--- config.mk ---
export PLATFORM = sky130hd
export DESIGN_NAME = mult16_seq
export DESIGN_NICKNAME = d
export VERILOG_FILES = /design/src/rtl/mult16_seq_pkg.sv /design/src/rtl/mult16_seq_add16_carry.sv /design/src/rtl/mult16_seq.sv
export SDC_FILE = /design/constraint.sdc
export NUM_CORES = 1
export LEC_CHECK = 0
export ABC_AREA = 1
export BUFFER_PORTS_ARGS = -buffer_cell sky130_fd_sc_hd__buf_2
export CAP_MARGIN = 40
export CORE_UTILIZATION = 50
export CTS_CLUSTER_DIAMETER = 100
export DETAILED_ROUTE_END_ITERATION = 7
export PLACE_DENSITY_LB_ADDON = 0.15
export SETUP_SLACK_MARGIN = 0.02
export SYNTH_ARGS = -nofsm -noshare
export SYNTH_HDL_FRONTEND = slang
export SYNTH_SLANG_ARGS = --single-unit
--- constraint.sdc ---
create_clock -name clk -period 8.9 [get_ports clk]
set_clock_uncertainty 0.1 [all_clocks]
set_input_delay 0.89 -clock clk [delete_from_list [all_inputs] [get_ports clk]]
set_output_delay 0.89 -clock clk [all_outputs]
set_load 0.1 [all_outputs]
--- src/rtl/mult16_seq_pkg.sv ---
// Shared definitions for the sequential shift-and-add multiplier.
package mult16_seq_pkg;

   localparam int MULT_W = 16;
   localparam int CNT_W  = 4;

   typedef enum logic [1:0] {
      S_IDLE = 2'd0,
      S_RUN  = 2'd1,
      S_DONE = 2'd2
   } state_t;

endpackage : mult16_seq_pkg

--- src/rtl/mult16_seq_add16_carry.sv ---
// 16-bit ripple-carry adder with carry out: half adder at bit 0, full adders above.
module add16_carry
   import mult16_seq_pkg::*;
(
   input  logic [MULT_W-1:0] a,
   input  logic [MULT_W-1:0] b,
   output logic [MULT_W-1:0] s,
   output logic              cout
);

   logic [MULT_W:0] c;

   assign c[0] = 1'b0;

   genvar i;
   generate
      for (i = 0; i < MULT_W; i++) begin : g_bit
         if (i == 0) begin : g_ha
            assign s[i]   = a[i] ^ b[i];
            assign c[i+1] = a[i] & b[i];
         end else begin : g_fa
            assign s[i]   = a[i] ^ b[i] ^ c[i];
            assign c[i+1] = (a[i] & b[i]) | (c[i] & (a[i] ^ b[i]));
         end
      end
   endgenerate

   assign cout = c[MULT_W];

endmodule : add16_carry

--- src/rtl/mult16_seq.sv ---
// Sequential unsigned multiplier: one add-and-shift per cycle, 16 iterations,
// registered product with a one-cycle done pulse.
//
// state  | meaning
// -------+-------------------------------------------------------------
// S_IDLE | waiting for start; busy=0
// S_RUN  | iterating over multiplier bits; busy=1
// S_DONE | one cycle, product just written to p; done=1; may restart
module mult16_seq
   import mult16_seq_pkg::*;
#(
   parameter int WIDTH = MULT_W
) (
   input  logic               clk,
   input  logic               rst_n,
   input  logic               start,
   input  logic [WIDTH-1:0]   a,
   input  logic [WIDTH-1:0]   b,
   output logic               busy,
   output logic               done,
   output logic [2*WIDTH-1:0] p
);

   localparam logic [CNT_W-1:0] CNT_LAST = CNT_W'(WIDTH - 1);

   state_t             state_q, state_d;
   logic [WIDTH-1:0]   m_q, m_d;
   logic [WIDTH-1:0]   hi_q, hi_d;
   logic [WIDTH-1:0]   lo_q, lo_d;
   logic [CNT_W-1:0]   cnt_q, cnt_d;
   logic [2*WIDTH-1:0] p_q, p_d;
   logic               busy_q, busy_d;
   logic               done_q, done_d;

   logic [WIDTH-1:0]   add_s;
   logic               add_cout;
   logic [WIDTH:0]     sum;

   add16_carry u_add (
      .a    (hi_q),
      .b    (m_q),
      .s    (add_s),
      .cout (add_cout)
   );

   // Partial-product sum: add the multiplicand only when the current multiplier bit is set.
   always_comb begin
      sum = lo_q[0] ? {add_cout, add_s} : {1'b0, hi_q};
   end

   // Next-state and datapath update; busy/done are computed for the state being entered.
   always_comb begin
      state_d = state_q;
      m_d     = m_q;
      hi_d    = hi_q;
      lo_d    = lo_q;
      cnt_d   = cnt_q;
      p_d     = p_q;
      busy_d  = 1'b0;
      done_d  = 1'b0;
      case (state_q)
         S_IDLE, S_DONE: begin
            if (start) begin
               state_d = S_RUN;
               m_d     = a;
               lo_d    = b;
               hi_d    = '0;
               cnt_d   = '0;
               busy_d  = 1'b1;
            end else begin
               state_d = S_IDLE;
            end
         end
         S_RUN: begin
            {hi_d, lo_d} = {sum, lo_q[WIDTH-1:1]};
            cnt_d        = cnt_q + CNT_W'(1);
            if (cnt_q == CNT_LAST) begin
               state_d = S_DONE;
               done_d  = 1'b1;
               p_d     = {sum, lo_q[WIDTH-1:1]};
            end else begin
               busy_d  = 1'b1;
            end
         end
         default: begin
            state_d = S_IDLE;
         end
      endcase
   end

   // Single state register for FSM, datapath and registered outputs.
   always_ff @(posedge clk or negedge rst_n) begin
      if (!rst_n) begin
         state_q <= S_IDLE;
         m_q     <= '0;
         hi_q    <= '0;
         lo_q    <= '0;
         cnt_q   <= '0;
         p_q     <= '0;
         busy_q  <= 1'b0;
         done_q  <= 1'b0;
      end else begin
         state_q <= state_d;
         m_q     <= m_d;
         hi_q    <= hi_d;
         lo_q    <= lo_d;
         cnt_q   <= cnt_d;
         p_q     <= p_d;
         busy_q  <= busy_d;
         done_q  <= done_d;
      end
   end

   assign busy = busy_q;
   assign done = done_q;
   assign p    = p_q;

endmodule : mult16_seq

# After elaboration in Yosys (flattened, before gate mapping)
# Cells that the tools add are included.
# Widths: inputs -> output; s select.
totals:
  output_inout_bits: 34
  ff_bits: 88
  elab_cells: 112
  in_bits: 35
op_classes:
  n_eq_ne: 5
  bitwise: 77
  n_reduce_logical: 6
  mux: 15
  add_sub_neg: 1
ops:
  columns: ["cell", "count"]
  rows:
  - ["$pmux 16 s2", 2]
  - ["$mux 16", 2]
  - ["$and 1x1->1", 31]
  - ["$xor 1x1->1", 31]
  - ["$mux 17", 1]
  - ["$or 1x1->1", 15]
  - ["$pmux 4 s2", 1]
  - ["$reduce_and 2->1", 3]
  - ["$mux 1", 5]
  - ["$add 4x1->4 const B", 1]
  - ["$eq 4x4->1 const B", 1]
  - ["$mux 4", 1]
  - ["$ne 2x2->1 const B", 2]
  - ["$pmux 2 s2", 1]
  - ["$eq 2x1->1 const B", 1]
  - ["$eq 2x2->1 const B", 1]
  - ["$logic_not 2->1", 1]
  - ["$mux 2", 1]
  - ["$pmux 1 s2", 1]
  - ["$reduce_bool 2->1", 1]
  - ["$reduce_or 2->1", 1]

# Longest topological paths before layout
# Gate-level depths: netlist (run 1).
logic_depth:
  word_depth: 33
  mapped_depth: 24
  depth_no_buf: 24

# By module
# Synthesis (run 1) repeated with hierarchy kept, for this count alone.
unflattened:
  hier_cells: 489
  hier_area_um2: 4152.7
modules_own_cells:
  columns: ["module", "n_inst", "seq_area_each_um2", "area_each_um2", "cells_each"]
  rows:
  - ["mult16_seq", 1, 2202.1, 3802.4, 463]
  - ["add16_carry", 1, 0.0, 350.3, 26]

# Least setup slack after synthesis (run 1)
# Ideal clock, no wire load.
synth_path:
  path_type: "flip-flop to flip-flop"
  startpoint: "register m_q[0]"
  endpoint: "register hi_q[14]"
  setup_ns: 0.127
  synth_period_minus_slack_ns: 6.572
  t_arrival_ns: 6.345
  n_path_buf: 0
  slack_ns: 2.328
  t_required_ns: 8.673
  path_stages_with_launch: 25
  cell_sequence: "dfrtp_1 -> ha_1 -> inv_1 -> fa_1 -> fa_1 -> fa_1 -> inv_1 -> fa_1 -> inv_1 -> fa_1 -> fa_1 -> fa_1 -> fa_1 -> fa_1 -> fa_1 -> fa_1 -> fa_1 -> fa_1 -> fa_1 -> inv_1 -> fa_1 -> nand2_1 -> o21ai_0 -> nand2_1 -> o21ai_0"
synth_via:
  elab_chain_len: 32
synth_rtl:
  columns: ["element", "line", "rtl"]
  rows:
  - ["start, declared", "mult16_seq.sv:27", "logic [WIDTH-1:0] m_q, m_d;"]
  - ["start signal, assigned", "mult16_seq.sv:104", "m_q <= m_d;"]
  - ["$and 1x1->1", "mult16_seq_add16_carry.sv:20", "assign c[i+1] = a[i] & b[i];"]
  - ["$and 1x1->1", "mult16_seq_add16_carry.sv:23", "assign c[i+1] = (a[i] & b[i]) | (c[i] & (a[i] ^ b[i]));"]
  - ["$or 1x1->1", "mult16_seq_add16_carry.sv:23", null]
  - ["$and 1x1->1", "mult16_seq_add16_carry.sv:23", null]
  - ["$or 1x1->1", "mult16_seq_add16_carry.sv:23", null]
  - ["$and 1x1->1", "mult16_seq_add16_carry.sv:23", null]
  - ["$or 1x1->1", "mult16_seq_add16_carry.sv:23", null]
  - ["$and 1x1->1", "mult16_seq_add16_carry.sv:23", null]
  - ["[16 not listed]", null, null]
  - ["$or 1x1->1", "mult16_seq_add16_carry.sv:23", null]
  - ["$and 1x1->1", "mult16_seq_add16_carry.sv:23", null]
  - ["$or 1x1->1", "mult16_seq_add16_carry.sv:23", null]
  - ["$and 1x1->1", "mult16_seq_add16_carry.sv:23", null]
  - ["$or 1x1->1", "mult16_seq_add16_carry.sv:23", null]
  - ["$xor 1x1->1", "mult16_seq_add16_carry.sv:22", "assign s[i] = a[i] ^ b[i] ^ c[i];"]
  - ["$mux 17", "mult16_seq.sv:48", "sum = lo_q[0] ? {add_cout, add_s} : {1'b0, hi_q};"]
  - ["$pmux 16 s2", "mult16_seq.sv:61", "case (state_q)"]
  - ["end signal, assigned", "mult16_seq.sv:105", "hi_q <= hi_d;"]
  - ["end, declared", "mult16_seq.sv:28", "logic [WIDTH-1:0] hi_q, hi_d;"]
# Every way passes these cells.
# A chain may end at the register's enable or synchronous reset.

# Final worst setup path (run 1)
# Same ends and word-level chain as after synthesis.

==> results of run 1 <==
## cells by family after synthesis
logic type	Yosys count	synth area share
simple gates	251	0.242
flops	88	0.533
buf+inv	76	0.0875
compound gates	48	0.0584
fa+ha+maj	17	0.0787
## layout by cell type (no fill, tap or decap)
| master | count |
|---|---|
| clkbuf_8 | 10 |
| o21ai_0 | 41 |
| ha_1 | 2 |
| o22ai_1 | 1 |
| buf_4 | 1 |
| clkinvlp_4 | 1 |
| o21ai_1 | 5 |
| nor2_4 | 1 |
| a21oi_1 | 1 |
| nand2_2 | 1 |
| buf_2 | 67 |
| dfrtp_1 | 88 |
| clkinv_2 | 2 |
| inv_6 | 2 |
| buf_16 | 1 |
| bufinv_16 | 1 |
| nor2_1 | 2 |
| inv_1 | 53 |
| nand2_4 | 2 |
| or2_2 | 1 |
| nand4_1 | 1 |
| fa_1 | 15 |
| nor2_8 | 1 |
| inv_2 | 4 |
| nand2_1 | 236 |
| nand3_1 | 5 |
| nand3_2 | 1 |
| inv_4 | 1 |
## per-layer routing
layer | vias up | share of wire
met3 | 5 | 0.051
li1 | 1565 | -
met5 | - | 0
met1 | 1423 | 0.53
met4 | 0 | 0.0070
met2 | 82 | 0.41
## flip-flops by register name (all words and copies together), names as in the netlist
| register | flops |
|---|---|
| cnt_q | 4 |
| hi_q | 16 |
| lo_q | 16 |
| state_q | 2 |
| m_q | 16 |
| done | 1 |
| p | 32 |
| busy | 1 |
## final timing paths
path,depth (start not counted),slack [ns],end,startpoint
worst max-delay path,24,2.07,hi_q[14]$_DFFE_PN0P_,m_q[0]$_DFFE_PN0P_
worst min-delay path,1,0.35,done$_DFF_PN0_,rst_n
worst max register to register,24,2.07,hi_q[14]$_DFFE_PN0P_,m_q[0]$_DFFE_PN0P_
worst min register to register,2,0.37,p[19]$_DFFE_PN0P_,p[19]$_DFFE_PN0P_
max in group asynchronous,2,7.70,hi_q[3]$_DFFE_PN0P_,rst_n
min in group clk,2,0.37,p[19]$_DFFE_PN0P_,p[19]$_DFFE_PN0P_
## critical path, cell delays in order, from the launching register on
cell	delay [ns]
dfrtp_1	0.37
ha_1	0.15
inv_1	0.04
fa_1	0.38
fa_1	0.39
fa_1	0.36
inv_1	0.07
fa_1	0.15
inv_1	0.05
fa_1	0.37
fa_1	0.38
fa_1	0.38
fa_1	0.39
fa_1	0.39
fa_1	0.38
fa_1	0.39
fa_1	0.39
fa_1	0.39
fa_1	0.36
inv_1	0.07
fa_1	0.40
nand2_1	0.07
o21ai_0	0.10
nand2_1	0.08
o21ai_0	0.09
## final cells by class
type	count	area, um2	area share
multi-input cells	316	1570	0.334
clock buffers	10	138	0.0293
clock inverters	6	65.1	0.0139
flip-flops and latches	88	2200	0.469
well taps	102	128	0.0272
inverters	58	220	0.0469
repair buffers	69	370	0.0790
## per-stage QoR
step,instance area [um2],cells,utilization
after floorplan,4130,480,-
after global placement,4460,632,0.568
after detailed placement,4490,633,0.572
after CTS,4690,649,0.598
after global routing,4690,649,0.598
final,4690,649,0.598
==> reports/metrics.yaml, run 1 <==
cts:
  insertion_delay_ns: 0.35
  cts_root_buf: "clkbuf_8"
  htreeDepth: 3
  holdBufCountCts: 0
  clock-sinks: 88
  clkTransAtPathRegs_ns: 0.09
  postCtsSetupBuffers: 0
  cts_made_buffers: 9
  cts.repair.resized: 0
  clockBufferDepth: 2
  cts_tree: "built"
grt:
  grt_pass1_wl_mm: 13.7
  grt_max_degree: 62
  grt_pass1_vias: 2857
  grt_use_total: 0.209
  grt_overflow: 0
  antenna_found_initial: 0
  met1_usage: 0.327
  global_route.usage.met2: 0.290
  globalRouteMet3Util: 0.0501
  grt_most_used_layer: "met1"
floorplan:
  die_h_um: 92.9
  start_util: 0.526
  num_rows: 32
  ios: 69
  dieArea_um2: 8630
  core_area_um2: 7850
  die_w_um: 92.9
routing:
  drtPass1Iterations: 4
  routedWlPerCell_um: 12.5
  vias_per_cell: 4.74
  vias: 3075
  drtIter0Drc: 135
  ant_nets: 0
  drc_errors: 0
  wirelength_mm: 8.14
setup_path:
  crit_type: "reg2reg"
  startpoint_type: "flop"
  cp.arrival_ns: 6.96
  critPathRequiredTime_ns: 9.03
  critPathCaptureType: "flop"
  worstPathMaxFanout: 2
logic_synthesis:
  ys_seq_area_frac: 0.533
  syn_nets: 532
  ys.flop_type: "dfrtp_1"
  synth_edf_count: 0
  ys_types: 24
  synth_top_area_cell: "dfrtp_1"
  synth_warnings: 0
  synth_area_um2: 4130
  synthArstFlopShare: 1.00
  synthCells: 480
  ys_top_cells_by_count: "nand2_1, dfrtp_1, inv_1"
  synth-seq-cells: 88
  synthTopCellsByArea: "dfrtp_1, nand2_1, fa_1"
  syn_area_per_cell_um2: 8.61
  synth_top_area_share: 0.533
  yosysMostFrequentCell: "nand2_1"
timing:
  period_share: 0.768
  rsz0062_at_grt: "false"
  hold_violations: 0
  relSlewSlack: 0.409
  finalSetupViolations: 0
  hold_ws_ns: 0.350
  min_period_ns: 6.83
  tightest_slew_ns: 0.885
  fmax_mhz: 146
  setup_slack_ns: 2.07
  slew_violations: 0
  fin_tns_setup_ns: 0
place:
  post-place-ws_ns: 2.05
  gp_congestion: 0.785
  dp_hpwl_mm: 5.58
  portBuffers: 68
status:
  status: "completed"
worst_hold_path:
  hp-class: "in2async"
final_layout:
  area_growth_pct: 13.5
  antenna_cells: 0
  fin_nets: 594
  drive_gt1_frac: 0.177
  fill_cells: 743
job:
  drv_cap: 0
Power of run 1 is left out: the tool's default activity adds up to more than one toggle a clock period on the data nets, which glitch-free logic cannot reach.
==> inputs of run 2 (changes only) <==
- clock period: 8.9 -> 7.15 ns (I/O delays scaled with it)
==> run 2 against run 1 <==
Non-clock buffer count increased by 1. Via count shrank 0.23%. Sequential cell count unchanged. Clock-buffer cell count did not move. First-iteration DRC count rose by 1.5%. Wire length rose by 1.4%. Global-route usage grew 0.24 points. Sequential share of layout area rose by 0.075 points. Setup slack lost 1.7 ns. Final area shrank 0.16%. Final cell count is 0.15% higher. Die area did not move. Highest routed layer unchanged.
==> reports/metrics.yaml, run 2 (same netlist as run 1, synthesis figures left out) <==
grt:
  grt_overflow: 0  # unchanged
  grt_pass1_vias: 2876  # was 2857
  antenna_found_initial: 0  # unchanged
  grt_use_total: 0.211  # was 0.209
  grt_pass1_wl_mm: 14.0  # was 13.7 mm
  grt_max_degree: 64  # was 62
timing:
  finalSetupViolations: 0  # unchanged
  min_period_ns: 6.74  # was 6.83 ns
  slew_violations: 0  # unchanged
  fin_tns_setup_ns: 0  # unchanged
  relSlewSlack: 0.424  # was 0.409
  period_share: 0.942  # was 0.768
  tightest_slew_ns: 0.862  # was 0.885 ns
  rsz0062_at_grt: "false"  # unchanged
  fmax_mhz: 148  # was 146 MHz
  hold_violations: 0  # unchanged
job:
  drv_cap: 0  # unchanged
floorplan:
  die_h_um: 92.9  # unchanged
  ios: 69  # unchanged
  num_rows: 32  # unchanged
  core_area_um2: 7850  # unchanged
  dieArea_um2: 8630  # unchanged
  start_util: 0.526  # unchanged
  die_w_um: 92.9  # unchanged
cts:
  cts_root_buf: "clkbuf_8"  # unchanged
  htreeDepth: 3  # unchanged
  insertion_delay_ns: 0.35  # about the same
  clock-sinks: 88  # unchanged
  clkTransAtPathRegs_ns: 0.09  # about the same
  cts_made_buffers: 9  # unchanged
  cts_tree: "built"  # unchanged
  clockBufferDepth: 2  # unchanged
  holdBufCountCts: 0  # unchanged
setup_path:
  r2r_end: "hi_q[14]$_DFFE_PN0P_"  # unchanged
  cp.arrival_ns: 6.87  # was 6.96 ns
  max_stage_delay_ns: 0.40  # about the same
  startpoint_type: "flop"  # unchanged
  crit_chain: "ha_1 > inv_1 > fa_1 > fa_1 > fa_1 > inv_1 > fa_1 > inv_1 > fa_1 > fa_1 > fa_1 > fa_2 > fa_1 > fa_2 > fa_1 > fa_1 > fa_1 > fa_1 > inv_1 > fa_1 > nand2_1 > o21ai_1 > nand2_1 > o21ai_0"  # was ha_1 > inv_1 > fa_1 > fa_1 > fa_1 > inv_1 > fa_1 > inv_1 > fa_1 > fa_1 > fa_1 > fa_1 > fa_1 > fa_1 > fa_1 > fa_1 > fa_1 > fa_1 > inv_1 > fa_1 > nand2_1 > o21ai_0 > nand2_1 > o21ai_0
  reg2reg_depth: 24  # unchanged
  critPathSlowestCell: "fa_1"  # unchanged
  critPathRequiredTime_ns: 7.28  # was 9.03 ns
  worstPathMaxFanout: 2  # unchanged
  rr_startpoint: "m_q[0]$_DFFE_PN0P_"  # unchanged
  r2r_slack_ns: 0.41  # was 2.07 ns
  crit_path_frequent_cell: "fa_1"  # unchanged
  crit_type: "reg2reg"  # unchanged
  critPathCaptureType: "flop"  # unchanged
final_layout:
  fill_cells: 739  # was 743
  multi_input_area_um2: 1570  # about the same
  fin_nets: 595  # was 594
  mostFrequentLayoutCells: "nand2_1, dfrtp_1, buf_2"  # unchanged
  drive_gt1_frac: 0.182  # was 0.177
  mostFrequentLayoutCell: "nand2_1"  # unchanged
  seq_area_um2: 2200  # unchanged
  antenna_cells: 0  # unchanged
  area_growth_pct: 13.4  # was 13.5%
  largest_reg_flops: 32  # unchanged
  stdcell_count: 650  # was 649
routing:
  wirelength_mm: 8.25  # was 8.14 mm
  drc_errors: 0  # unchanged
  routedWlPerCell_um: 12.7  # was 12.5 um
  drtIter0Drc: 137  # was 135
  vias_per_cell: 4.72  # was 4.74
  drtPass1Iterations: 4  # unchanged
  vias: 3068  # was 3075
  ant_nets: 0  # unchanged
place:
  dp_hpwl_mm: 5.66  # was 5.58 mm
  gp_congestion: 0.785  # about the same
  place_inst: 633  # unchanged
  portBuffers: 68  # unchanged
worst_hold_path:
  hp-class: "in2async"  # unchanged
status:
  status: "completed"  # unchanged
-- run 2: cell types whose count changed in the layout (fill, tap and decap cells not counted), sizes merged --
cell	before	now
clkinv	2	3
bufinv	1	0
inv	60	58
clkinvlp	1	3
buf	69	70
-- run 2: how the worst max path moves through the flow --
stage,start,endpoint,slack [ns],cells after the start
6_report,m_q[0]$_DFFE_PN0P_,hi_q[14]$_DFFE_PN0P_,0.41,24
5_1_grt,m_q[0]$_DFFE_PN0P_,hi_q[14]$_DFFE_PN0P_,0.04,24
4_1_cts,m_q[0]$_DFFE_PN0P_,hi_q[14]$_DFFE_PN0P_,0.29,24
3_5_place_dp,m_q[0]$_DFFE_PN0P_,hi_q[14]$_DFFE_PN0P_,0.32,24
3_3_place_gp,m_q[0]$_DFFE_PN0P_,hi_q[14]$_DFFE_PN0P_,0.41,24
2_1_floorplan,m_q[0]$_DFFE_PN0P_,hi_q[14]$_DFFE_PN0P_,0.58,24
-- run 2: routing by layer --
metal  wire length, um  track usage
met3               407       0.0345
met1              4280        0.335
met2              3510        0.294
met5                 0            0
met4                57       0.0667
-- run 2: stage by stage --
stage          utilization  cell area [um2]  hold WS (ns)  worst slack [ns]
5_1_grt              0.597             4680         0.185            0.0419
4_1_cts              0.595             4670         0.165             0.292
3_3_place_gp         0.568             4460         0.348             0.405
3_5_place_dp         0.572             4490         0.354             0.316
2_1_floorplan            -             4130         0.319             0.578
6_report             0.597             4680         0.162             0.412
-- run 2: cell type report --
type	instances	share of cell area
Clock buffer	10	0.0294
Clock inverter	6	0.00962
Inverter	58	0.0470
Multi-Input combinational cell	316	0.336
Sequential cell	88	0.470
Tap cell	102	0.0273
Timing Repair Buffer	70	0.0807
-- run 2: critical path: cells and delay by family, from the launching register on --
| kind | cells | cell delay [ns] |
|---|---|---|
| adders and majority gates | 16 | 5.62 |
| DFF | 1 | 0.37 |
| and+or+nand+nor | 2 | 0.14 |
| buffers and inverters | 4 | 0.23 |
| AOI/OAI and AO/OA | 2 | 0.16 |
-- run 2: what timing repair did --
action	CTS	global route
buffers inserted	0	1
endpoints found under the setup margin	0	2
gates resized for setup	0	3
endpoints found under the hold margin	0	0
Power of run 2 is left out for the same reason.
==> inputs of run 3 (changes only) <==
- SYNTH_HIERARCHICAL: not set -> 1
==> run 3 against run 2 <==
Global-route usage hardly changed. Die area is 0.51% higher. Sequential cell count stayed put. Critical path type unchanged. Setup slack worse by 0.12 ns. Via count is 3.4% higher. Final area is 0.61% higher.
==> reports/metrics.yaml, run 3 <==
cts:
  cts_tree: "built"  # unchanged
  htreeDepth: 3  # unchanged
  insertion_delay_ns: 0.36  # was 0.35 ns
  cts_root_buf: "clkbuf_8"  # unchanged
  cts_made_buffers: 9  # unchanged
  holdBufCountCts: 0  # unchanged
  postCtsSetupBuffers: 0  # unchanged
  clockBufferDepth: 2  # unchanged
  clkTransAtPathRegs_ns: 0.09  # about the same
  clock-sinks: 88  # unchanged
timing:
  rsz0062_at_grt: "false"  # unchanged
  relSlewSlack: 0.407  # was 0.424
  tightest_slew_ns: 0.889  # was 0.862 ns
  fin_tns_setup_ns: 0  # unchanged
  fmax_mhz: 146  # was 148 MHz
  slew_violations: 0  # unchanged
  min_period_ns: 6.85  # was 6.74 ns
  hold_violations: 0  # unchanged
  finalSetupViolations: 0  # unchanged
  period_share: 0.959  # was 0.942
worst_hold_path:
  hp-class: "in2async"  # unchanged
final_layout:
  area_growth_pct: 13.5  # was 13.4%
  mostFrequentLayoutCells: "nand2_1, dfrtp_1, buf_2"  # unchanged
  drive_gt1_frac: 0.175  # was 0.182
  fin_nets: 600  # was 595
  mostFrequentLayoutCell: "nand2_1"  # unchanged
  antenna_cells: 0  # unchanged
  largest_reg_flops: 32  # unchanged
logic_synthesis:
  synth_top_area_share: 0.530  # was 0.533
  yosysMostFrequentCell: "nand2_1"  # unchanged
  ys.flop_type: "dfrtp_1"  # unchanged
  synth-seq-cells: 88  # unchanged
  synthCells: 489  # was 480
  synthTopCellsByArea: "dfrtp_1, nand2_1, fa_1"  # unchanged
  ys_types: 21  # was 24
  synthArstFlopShare: 1.00  # unchanged
  ys_seq_area_frac: 0.530  # was 0.533
  synth_warnings: 6  # was 0
  syn_nets: 541  # was 532
  syn_area_per_cell_um2: 8.49  # was 8.61 um2
  synth_edf_count: 0  # unchanged
  synth_top_area_cell: "dfrtp_1"  # unchanged
  synth_area_um2: 4150  # was 4130 um2
  ys_top_cells_by_count: "nand2_1, dfrtp_1, o21ai_0"  # was nand2_1, dfrtp_1, inv_1
grt:
  grt_max_degree: 48  # was 64
  antenna_found_initial: 0  # unchanged
  grt_pass1_vias: 3069  # was 2876
  grt_overflow: 0  # unchanged
  grt_use_total: 0.212  # was 0.211
  grt_pass1_wl_mm: 14.2  # was 14.0 mm
floorplan:
  num_rows: 32  # unchanged
  die_w_um: 93.1  # was 92.9 um
  ios: 69  # unchanged
  core_area_um2: 7890  # was 7850 um2
  die_h_um: 93.1  # was 92.9 um
  dieArea_um2: 8670  # was 8630 um2
  start_util: 0.526  # about the same
job:
  drv_cap: 0  # unchanged
routing:
  vias_per_cell: 4.84  # was 4.72
  vias: 3172  # was 3068
  routedWlPerCell_um: 12.7  # about the same
  drtPass1Iterations: 4  # unchanged
  ant_nets: 0  # unchanged
  drtIter0Drc: 126  # was 137
  wirelength_mm: 8.34  # was 8.25 mm
  drc_errors: 0  # unchanged
place:
  gp_congestion: 0.765  # was 0.785
  portBuffers: 68  # unchanged
  dp_hpwl_mm: 5.44  # was 5.66 mm
setup_path:
  critPathCaptureType: "flop"  # unchanged
  crit_type: "reg2reg"  # unchanged
  worstPathMaxFanout: 2  # unchanged
  startpoint_type: "flop"  # unchanged
  cp.arrival_ns: 7.04  # was 6.87 ns
  critPathRequiredTime_ns: 7.33  # was 7.28 ns
  max_stage_delay_ns: 0.40  # about the same
  crit_chain: "ha_1 > fa_1 > inv_1 > fa_1 > inv_1 > fa_1 > fa_1 > fa_1 > fa_1 > fa_1 > fa_1 > fa_2 > fa_1 > fa_2 > fa_1 > fa_1 > fa_1 > inv_1 > fa_1 > inv_1 > nand2_1 > o21ai_2 > nand2_1 > o21ai_1"  # was ha_1 > inv_1 > fa_1 > fa_1 > fa_1 > inv_1 > fa_1 > inv_1 > fa_1 > fa_1 > fa_1 > fa_2 > fa_1 > fa_2 > fa_1 > fa_1 > fa_1 > fa_1 > inv_1 > fa_1 > nand2_1 > o21ai_1 > nand2_1 > o21ai_0
  crit_path_frequent_cell: "fa_1"  # unchanged
  critPathSlowestCell: "fa_1"  # unchanged
status:
  status: "completed"  # unchanged
run 3: layout make-up:
cell class | count | area, um2
inverters | 48 | 180
flip-flops and latches | 88 | 2200
fillers | 747 | 3180
repair buffers | 71 | 365
multi-input cells | 330 | 1630
clock buffers | 10 | 138
clock inverters | 6 | 65.1
well taps | 102 | 128
run 3: path summary, 6_finish.rpt:
path / startpoint / endpoint / slack [ns] / depth (start not counted)
max: hi_q[0]$_DFFE_PN0P_ / hi_q[14]$_DFFE_PN0P_ / 0.30 / 24
min: rst_n / lo_q[3]$_DFFE_PN0P_ / 0.22 / 1
max reg2reg: hi_q[0]$_DFFE_PN0P_ / hi_q[14]$_DFFE_PN0P_ / 0.30 / 24
min reg2reg: m_q[2]$_DFFE_PN0P_ / m_q[2]$_DFFE_PN0P_ / 0.38 / 2
max in group asynchronous: rst_n / hi_q[8]$_DFFE_PN0P_ / 5.72 / 2
min in group clk: m_q[2]$_DFFE_PN0P_ / m_q[2]$_DFFE_PN0P_ / 0.38 / 2
run 3: layer usage:
layer  GRT usage  part of all wire  routed length (um)
met1       0.274              0.47                3930
met2       0.351              0.47                3950
met3      0.0447             0.038                 316
met4      0.0769             0.017                 145
met5           0                 0                   0
run 3: metrics by stage:
| stage | hold WS [ns] | area, um2 | utilization | std cells | setup WS, ns |
|---|---|---|---|---|---|
| 6_report | 0.222 | 4710 | 0.597 | 655 | 0.297 |
| 5_1_grt | 0.257 | 4710 | 0.597 | 655 | 0.0425 |
| 4_1_cts | 0.236 | 4700 | 0.596 | 655 | 0.212 |
| 3_5_place_dp | 0.367 | 4500 | 0.571 | 639 | 0.214 |
| 3_3_place_gp | 0.366 | 4500 | 0.571 | 639 | 0.269 |
| 2_1_floorplan | 0.319 | 4150 | - | 489 | 0.528 |
run 3: what timing repair did:
item                       4_1_cts  5_1_grt
resized for setup                0        4
setup endpoints to repair        0        2
hold endpoints to repair         0        0
run 3: logic make-up after synthesis:
family | count (synthesis) | synth area share
buf+inv | 71 | 0.0789
flops | 88 | 0.530
compound gates | 65 | 0.0786
fa+ha+maj | 17 | 0.0783
simple gates | 248 | 0.234
run 3: worst max-delay path: cells and delay by family, from the launching register on:
family                     cells  cell delay, ns
and+or+nand+nor                2            0.12
AOI/OAI and AO/OA              2            0.21
DFF                            1            0.39
adders and majority gates     16            5.71
buffers and inverters          4            0.26
Power of run 3 is left out for the same reason.
